[src/rtl/stream_demux2.sv]
// 1-to-2 stream demultiplexer: each input beat is routed by in_sel_i into a per-port FIFO.
// Optional per-port saturating pop counters are enabled with the STREAM_DEMUX2_STATS_EN macro.
module stream_demux2 #(
  parameter int DATA_W = 8,
  parameter int DEPTH  = 2
) (
  input  logic                       clk,
  input  logic                       reset,
  input  logic                       in_valid_i,
  output logic                       in_ready_o,
  input  logic [DATA_W-1:0]          in_data_i,
  input  logic                       in_sel_i,
  output logic                       a_valid_o,
  input  logic                       a_ready_i,
  output logic [DATA_W-1:0]          a_data_o,
  output logic                       b_valid_o,
  input  logic                       b_ready_i,
  output logic [DATA_W-1:0]          b_data_o,
  output logic [$clog2(DEPTH+1)-1:0] a_count_o,
  output logic [$clog2(DEPTH+1)-1:0] b_count_o
`ifdef STREAM_DEMUX2_STATS_EN
  ,
  output logic [15:0]                a_xfer_cnt_o,
  output logic [15:0]                b_xfer_cnt_o
`endif
);

  localparam int PTR_W = (DEPTH > 1) ? $clog2(DEPTH) : 1;
  localparam int CNT_W = $clog2(DEPTH + 1);

  // Valid/ready: a beat moves on a rising edge only when valid and ready are both high;
  // valid never depends on ready, and a held beat must stay stable until it is taken.

  // Index 0 is port A, index 1 is port B.
  logic [DATA_W-1:0] mem_q [2][DEPTH];
  logic [DATA_W-1:0] mem_d [2][DEPTH];
  logic [PTR_W-1:0]  wr_ptr_q [2];
  logic [PTR_W-1:0]  wr_ptr_d [2];
  logic [PTR_W-1:0]  rd_ptr_q [2];
  logic [PTR_W-1:0]  rd_ptr_d [2];
  logic [CNT_W-1:0]  cnt_q [2];
  logic [CNT_W-1:0]  cnt_d [2];

  logic [1:0] full;
  logic [1:0] valid;
  logic [1:0] push;
  logic [1:0] pop;

  // A full port refuses the beat even if its consumer pops this cycle (no bypass).
  always_comb begin
    for (int p = 0; p < 2; p++) begin
      full[p]  = (cnt_q[p] == CNT_W'(DEPTH));
      valid[p] = (cnt_q[p] != '0);
    end
    in_ready_o = !reset && !full[in_sel_i];
    push[0]    = in_valid_i && in_ready_o && !in_sel_i;
    push[1]    = in_valid_i && in_ready_o && in_sel_i;
    pop[0]     = valid[0] && a_ready_i;
    pop[1]     = valid[1] && b_ready_i;
  end

  always_comb begin
    mem_d = mem_q;
    for (int p = 0; p < 2; p++) begin
      wr_ptr_d[p] = wr_ptr_q[p];
      rd_ptr_d[p] = rd_ptr_q[p];
      cnt_d[p]    = cnt_q[p];
      if (push[p]) begin
        mem_d[p][wr_ptr_q[p]] = in_data_i;
        wr_ptr_d[p]           = wr_ptr_q[p] + PTR_W'(1);
      end
      if (pop[p]) begin
        rd_ptr_d[p] = rd_ptr_q[p] + PTR_W'(1);
      end
      if (push[p] && !pop[p]) begin
        cnt_d[p] = cnt_q[p] + CNT_W'(1);
      end else if (!push[p] && pop[p]) begin
        cnt_d[p] = cnt_q[p] - CNT_W'(1);
      end
    end
  end

  always_ff @(posedge clk or posedge reset) begin
    if (reset) begin
      for (int p = 0; p < 2; p++) begin
        for (int e = 0; e < DEPTH; e++) begin
          mem_q[p][e] <= '0;
        end
        wr_ptr_q[p] <= '0;
        rd_ptr_q[p] <= '0;
        cnt_q[p]    <= '0;
      end
    end else begin
      mem_q <= mem_d;
      for (int p = 0; p < 2; p++) begin
        wr_ptr_q[p] <= wr_ptr_d[p];
        rd_ptr_q[p] <= rd_ptr_d[p];
        cnt_q[p]    <= cnt_d[p];
      end
    end
  end

  // Head data comes straight from storage; cleared storage gives zero data after reset.
  assign a_valid_o = valid[0];
  assign b_valid_o = valid[1];
  assign a_data_o  = mem_q[0][rd_ptr_q[0]];
  assign b_data_o  = mem_q[1][rd_ptr_q[1]];
  assign a_count_o = cnt_q[0];
  assign b_count_o = cnt_q[1];

`ifdef STREAM_DEMUX2_STATS_EN
  logic [15:0] xfer_q [2];
  logic [15:0] xfer_d [2];

  always_comb begin
    for (int p = 0; p < 2; p++) begin
      xfer_d[p] = xfer_q[p];
      if (pop[p] && (xfer_q[p] != 16'hFFFF)) begin
        xfer_d[p] = xfer_q[p] + 16'd1;
      end
    end
  end

  always_ff @(posedge clk or posedge reset) begin
    if (reset) begin
      xfer_q[0] <= '0;
      xfer_q[1] <= '0;
    end else begin
      xfer_q[0] <= xfer_d[0];
      xfer_q[1] <= xfer_d[1];
    end
  end

  assign a_xfer_cnt_o = xfer_q[0];
  assign b_xfer_cnt_o = xfer_q[1];
`endif

endmodule

[config.mk]
export PLATFORM = sky130hd
export DESIGN_NAME = stream_demux2
export DESIGN_NICKNAME = d
export VERILOG_FILES = /design/src/rtl/stream_demux2.sv
export SDC_FILE = /design/constraint.sdc
export NUM_CORES = 1
export LEC_CHECK = 0
export CAP_MARGIN = 10
export CORE_MARGIN = 5
export CORE_UTILIZATION = 37
export DETAILED_ROUTE_END_ITERATION = 8
export PLACE_DENSITY = 0.6
export SLEW_MARGIN = 20
export SYNTH_ARGS = -nofsm -noshare
export SYNTH_HDL_FRONTEND = slang
export SYNTH_SLANG_ARGS = --single-unit
[constraint.sdc]
create_clock -name clk -period 2 [get_ports clk]
set_input_delay 0.6 -clock clk [delete_from_list [all_inputs] [get_ports clk]]
set_output_delay 0.6 -clock clk [all_outputs]
set_load 0.01 [all_outputs]
# Yosys cells after proc, flatten, opt, wreduce, memory -nomap -nowiden
# Cells that the tools add are included.
[op_classes]
addsub = 8
n_lt_le_gt_ge = 7
n_eq_ne = 2
mux = 18
n_bitwise = 4
reduce_logical = 23
[ops]
columns = ["op", "n"]
rows = [
  ["two-way mux 8 bit", 8],
  ["bitwise mux 16 bit", 2],
  ["demux 8 bit (select 1 bit)", 2],
  ["logical AND 1 bit", 12],
  [">= comparator 2 bit (second input constant)", 4],
  ["two-way mux 2 bit", 4],
  ["NOT 1 -> 2 bit", 4],
  ["nonzero test 2 bit", 4],
  ["zero test 1 bit", 7],
  ["adder 1 bit (second input constant)", 4],
  ["adder 2 x 1 -> 2 bit (second input constant)", 2],
  ["equality test 2 bit (second input constant)", 2],
  ["less-than comparator 2 x 1 -> 1 bit (second input constant)", 2],
  ["subtractor 2 x 1 -> 2 bit (second input constant)", 2],
  ["less-than comparator 1 x 2 -> 1 bit (second input constant)", 1],
  ["two-way mux 1 bit", 2],
]
[totals]
ff_bits = 40
in_bits = 14
out_inout_bits = 23
elab_cells = 72

# Logic depth before layout (Yosys ltp)
# Gate-level depths: netlist of the first run.
[depth]
word_depth = 11
ltp_mapped = 6
ltp_nobuf = 6

# Worst setup path after synthesis of the first run
# OpenSTA, ideal clock, no wires.
[synth_path]
path_kind = "input -> register"
startpoint = "input port in_sel_i"
endpoint = "register cnt_q, in the netlist b_count_o[1]"
setup_ns = 0.130
t_arrival_ns = 1.424
t_required_ns = 1.870
path_slack_ns = 0.446
path_stages = 6
path_buffers = 0
cell_sequence = "nor2b_4 and3_1 ha_1 xor2_1 nor2_1 xor2_1"
[synth_via]
elab_chain_len = 9
elab_cells_between_ends = 11
cone_classes = "3 x mux; 8 x reduce/logical"
[synth_rtl]
columns = ["element", "line", "source"]
rows = [
  ["from (decl)", "12", "input logic in_sel_i,"],
  ["two-way mux 1 bit (not written as such) (2 in series)", "55", "in_ready_o = !reset && !full[in_sel_i];"],
  ["zero test 1 bit", "55", ""],
  ["logical AND 1 bit", "55", ""],
  ["logical AND 1 bit", "57", "push[1] = in_valid_i && in_ready_o && in_sel_i;"],
  ["logical AND 1 bit (*)", "57", ""],
  ["named net push[1]", "46", "logic [1:0] push;"],
  ["zero test 1 bit", "77", "end else if (!push[p] && pop[p]) begin"],
  ["logical AND 1 bit", "77", ""],
  ["nonzero test 2 bit (no line)", "--", ""],
  ["to (signal, indexed assignment)", "98", "cnt_q[p] <= cnt_d[p];"],
  ["to (decl)", "41", "logic [CNT_W-1:0] cnt_q [2];"],
]
# Mark *: on every way through the listed nets, which the timed path passes. The rest lies on a longest branch. The select of a mux whose other input is x is not followed.
# A chain may end at the register's enable or synchronous reset.

# Worst setup path after layout of the first run
[layout_path]
startpoint = "register rd_ptr_q[0] (netlist name)"
endpoint = "output port b_data_o[0]"
[layout_via]
elab_chain_len = 4
[layout_rtl]
columns = ["element", "line", "source"]
rows = [
  ["from (decl)", "39", "logic [PTR_W-1:0] rd_ptr_q [2];"],
  ["from (signal, indexed assignment)", "97", "rd_ptr_q[p] <= rd_ptr_d[p];"],
  ["NOT 1 -> 2 bit (not written as such)", "107", "assign b_data_o = mem_q[1][rd_ptr_q[1]];"],
  ["two-way mux 8 bit (not written as such) (3 in series)", "107", ""],
  ["to (decl)", "18", "output logic [DATA_W-1:0] b_data_o,"],
]
# No other way between the ends. The select of a mux whose other input is x is not followed.

==> run metrics, run 1 <==
clock latency on the worst-skew pair=just under 0.3 ns; Distinct cells, synth=23; Worst EP arrival=about 1.4 ns; pre-CTS WS=-0.403 ns; Mapped Nets=about 140; outcome=complete, no violations; area leader, netlist=dfrtp_1; ANT nets after route=0; CTS Buf Count=5; vias in the first global route=between 1000 and 1500; final worst path period share=about 100%; Cells after DPL=approximately 240; Final setup viols=0; DRT iter0 DRCs=18; WL/cell=15.4 um; ys flop type=dfrtp_1; final hold vios=0; Worst VDD drop=around 0.69 mV; Slew Limit Fails=0; Port Buffers=36; critical-path maximum fanout=5; CTS tree=built; GRT overflow=0; final hold slack=~0.49 ns; Mapped Cells=around 120; Worst-path clk slew=around 0.07 ns; core area=between 5000 and 6000 sq um; Area growth syn-to-layout=32.8%; Final Power=a little under 4 mW; diode count=0; Worst setup SP type=flop; largest net degree at the start of global routing=roughly 40; commonest non-fill, non-tap cell in the layout=dfrtp_1; layout cell share with drive strength beyond 1=between 50% and 60%; final setup TNS=0 ns; first-pass detailed-route iteration total=2; Final Critical Period=a little under 2 ns; top post-synthesis cells by area=dfrtp_1 (53%), mux2_2 (21%), mux2_4 (6.4%); Post-synth EDFFs=0; die width=a little over 80 um; Static Leak=~1.2 nW; Final nets=a little under 200; Achievable Freq=0.512 GHz; Post-Place Cell Area=approximately 2400 sq um; Slew HR=a little under nine tenths; Via Count=roughly 1200; die area=between 6000 and 7000 sq um; detail-routed via count per cell=around 4.8; Total Routed Length=roughly 3900 um; post-synthesis async set-or-reset flop share=100%; Worst Tran Pin Value=0.219 ns; post-synthesis instance area=approximately 1900 sq um; top cell type's share of synthesized area=53.2%; min-delay worst type=flop to flop; Worst Path Required=1.40 ns; Worst Clk Skew=0.00243 ns; CTS Sinks=40; Total GRT Usage=13.2%; Non-Filler Instances=250; H-tree Lvls=2; post-detail-place hpwl=2830 um; fin util=about half; critical path capture point type=output pin; Seq cells post-synth=40; die height=81.3 um; Crit Path Class=flop to output pin; CTS max path bufs=2; initial antenna violation count=0; Cell Rows=26; most frequent cells in the layout=dfrtp_1 (38), mux2_2 (35), clkdlybuf4s50_1 (16); register area share after synthesis=a little over half; fin area=2500 sq um; first-pass GRT wire length=approximately 6500 um; root buffer cell=clkbuf_8; final worst setup slack=between 0.04 and 0.05 ns; Placer Congestion=just under 0.7; Max Cap Viol=0; yosys warns=0; starting density of the core=37.6%; Ports=37; # DRC=0; Mapped Avg Cell Area=approximately 15 sq um; P per Cell Area=1540 nW/um^2
[where the power goes]
part / switching [mW] / internal [mW]
Combinational: 0.739 / 1.15
Clock: 0.257 / 0.237
Sequential: 0.239 / 1.22
[flip-flops by register name, indices dropped and copies added, names as in the netlist]
name / count
b_count_o: 2
wr_ptr_q: 2
rd_ptr_q: 2
mem_q: 32
a_count_o: 2
[layer usage]
| layer | part of all wire [%] | track usage [%] | up-vias |
|---|---|---|---|
| met3 | 4.6 | 4.10 | 8 |
| met4 | 1.6 | 5.07 | 0 |
| li1 | - | - | 552 |
| met5 | 0 | 0 | - |
| met1 | 43 | 15.1 | 605 |
| met2 | 51 | 23.0 | 25 |
[critical path: stages, from the launching register on]
cell	delay, ns
dfrtp_1	0.38
buf_6	0.13
mux2_2	0.32
clkdlybuf4s15_1	0.24
[synthesized netlist by cell type (2+ instances only)]
cell type,instances
nand2b_4,2
mux2_4,8
dfrtp_1,40
buf_2,2
mux2_2,35
mux2_1,5
xnor2_1,4
xor2_1,6
ha_1,2
nand2_1,2
nor2_1,3
or2_2,2
[kinds of logic after synthesis]
family | synth area share (%)
XOR/XNOR | 4.65
adder cells (fa/ha/maj) | 1.33
buffers and inverters | 1.79
flip-flops | 53.2
multiplexers | 30.8
AND/OR/NAND/NOR | 8.24
[final cells by class]
class / count / area [sq um]
Multi-Input combinational cell: 78 / 848
Clock inverter: 1 / 5.00
Fill cell: 460 / 2510
Clock buffer: 6 / 72.6
Sequential cell: 40 / 1000
Inverter: 1 / 3.75
Timing Repair Buffer: 54 / 480
Tap cell: 70 / 87.6
[path summary, 6_finish.rpt]
check	cells past startpoint	startpoint	slack (ns)	to
max in group asynchronous	4	reset	0.95	a_count_o[1]
min in group asynchronous	4	reset	0.84	b_count_o[0]
max reg2reg	6	b_count_o[0]	0.36	b_count_o[1]
min	1	mem_q[13]	0.49	mem_q[13]
max	3	rd_ptr_q[0]	0.05	b_data_o[0]
min reg2reg	1	mem_q[13]	0.49	mem_q[13]
[timing repair]
item / 4_1_cts / 5_1_grt
gates resized for setup: 45 / 14
setup buffers: 2 / 2
hold buffers: 0 / 0
pin swaps: 0 / 0
setup endpoints to repair: 19 / 15
cloned: 0 / 0
No activity file was read; power rests on OpenSTA's default activity.
==> inputs of run 2 (changes only) <==
SETUP_SLACK_MARGIN = 0.05   (was not set)
==> run metrics, run 2 (synthesized netlist as in run 1, its figures left out) <==
min-delay worst type=flop to flop; first-pass GRT wire length=around 6500 um; Area growth syn-to-layout=33.8%; ANT nets after route=0; most frequent cells in the layout=dfrtp_1 (38), mux2_2 (33), buf_2 (15); Cell Chain, Critical Path=buf_6, buf_6, mux2_4, buf_6; reg2reg start=b_count_o[0]; CP top delay family=flip-flops; initial antenna violation count=0; Worst Path Required=between 1 and 1.5 ns; Worst Tran Pin Value=between 0.2 and 0.25 ns; crit path to=a_data_o[0]; Worst Clk Skew=about 0.0023 ns; WL/cell=around 15 um; final hold vios=0; P per Cell Area=roughly 1500 nW/um^2; CTS Sinks=40; outcome=complete, no violations; CP bufs+invs=3; core area=~5000 sq um; commonest non-fill, non-tap cell in the layout=dfrtp_1; flop2flop setup slack=0.34 ns; CTS max path bufs=2; # fillers=464; DRT iter0 DRCs=22; die area=between 6000 and 7000 sq um; Cells after DPL=between 200 and 250; Via Count=roughly 1200; Static Leak=1.19 nW; Worst-path clk slew=~0.07 ns; Ports=37; Clk network pwr share=approximately an eighth; Crit Path Class=flop to output pin; crit path launch=rd_ptr_q[1]; slowest stage delay, CP=0.40 ns; die width=81.3 um; Slew HR=a little under nine tenths; Worst setup SP type=flop; first-pass detailed-route iteration total=2; final worst path period share=98.1%; root buffer cell=clkbuf_8; NetSw=roughly 1.3 mW; largest net degree at the start of global routing=slightly above 40; critical path capture point type=output pin; post-detail-place hpwl=approximately 2800 um; CTS Hold Bufs=0; Max Cap Viol=0; CTS tree=built; Biggest register=mem_q; Worst VDD drop=roughly 0.69 mV; cell count along the critical path=4; GRT overflow=0; Reg2Reg Depth=6; combinational power share=between 40% and 50%; Non-Filler Instances=251; slowest CP cell=dfrtp_1; starting density of the core=37.6%; diode count=0; final setup TNS=0 ns; Final setup viols=0; switching share of power=about a third; Final Critical Period=1.96 ns; clock latency on the worst-skew pair=about 0.29 ns; CTS Buf Count=5; Total GRT Usage=13.3%; Cell Rows=26; RSZ-0062 raised after global routing=yes; Cell Int Power=about 2.6 mW; vias in the first global route=~1300; Final nets=roughly 200; Placer Congestion=slightly below 0.7; CP dominant cell by count=buf_6; Total Routed Length=3880 um; Final Power=about 3.9 mW; max reg flops=32; Slew Limit Fails=0; final hold slack=around 0.49 ns; Flop pwr share=a little under two fifths; layout cell share with drive strength beyond 1=54.1%; detail-routed via count per cell=4.72; Port Buffers=36; die height=approximately 81 um; worst reg2reg endpoint=b_count_o[1]; critical-path maximum fanout=4; # DRC=0; Achievable Freq=between 0.5 and 0.6 GHz; fin util=50.3%; Worst EP arrival=roughly 1.4 ns; H-tree Lvls=2
run 2: cell types whose count changed in the layout (fill, tap and decap cells not counted):
cell,delta
buf_2,+13
clkbuf_2,-11
clkdlybuf4s15_1,-4
mux2_2,-2
mux2_4,+2
buf_4,-1
dlygate4sd2_1,+1
buf_6,+4
clkdlybuf4s50_1,-3
dlymetal6s2s_1,+2
run 2: metrics by stage:
stage | instance area (sq um) | setup slack [ns]
floorplan | 1880 | 0.446
global placement | 2440 | -0.395
detailed placement | 2440 | -0.403
CTS | 2490 | 0.0229
global route | 2520 | -0.0103
finish | 2520 | 0.0387
run 2: cell type report:
| cell class | count | area [sq um] | share of cell area [%] |
|---|---|---|---|
| Multi-Input combinational cell | 78 | 856 | 34.0 |
| Clock buffer | 6 | 72.6 | 2.88 |
| Sequential cell | 40 | 1000 | 39.8 |
| Timing Repair Buffer | 55 | 492 | 19.5 |
| Inverter | 1 | 3.75 | 0.149 |
| Tap cell | 70 | 87.6 | 3.48 |
| Clock inverter | 1 | 5.00 | 0.199 |
run 2: worst min path at each step:
stage          startpoint        end  cells past startpoint
2_1_floorplan   mem_q[11]  mem_q[11]                      1
3_3_place_gp     mem_q[9]   mem_q[9]                      1
3_5_place_dp    mem_q[13]  mem_q[13]                      1
4_1_cts         mem_q[13]  mem_q[13]                      1
5_1_grt         mem_q[13]  mem_q[13]                      1
6_report        mem_q[13]  mem_q[13]                      1
run 2: power by group through the flow:
stage                     sequential, mW  combinational [mW]  clock, mW
after detailed placement            1.48                2.04          0
after floorplan                     1.43                1.13          0
final                               1.47                1.93      0.495
after global routing                1.51                2.09      0.547
after CTS                           1.47                1.92      0.518
after global placement              1.44                2.01          0
run 2: worst register-to-register path: cells and delay by family, from the launching register on:
kind	cells	cell delay [ns]
xor gates and xnor gates	1	0.18
adders and majority gates	1	0.33
buffers and inverters	1	0.15
DFF	1	0.38
and+or+nand+nor	3	0.52
run 2: repair_timing:
item / 4_1_cts / 5_1_grt
resized for setup: 80 / 7
pin swaps: 0 / 2
endpoints found under the setup margin: 20 / 5
setup buffers: 4 / 1
run 2: layer usage:
layer | vias up | track usage, % | routed length [um]
li1 | 549 | - | -
met1 | 603 | 15.2 | 1650
met2 | 25 | 22.9 | 1970
met3 | 8 | 4.43 | 203
met4 | 0 | 5.07 | 63
met5 | - | 0 | 0
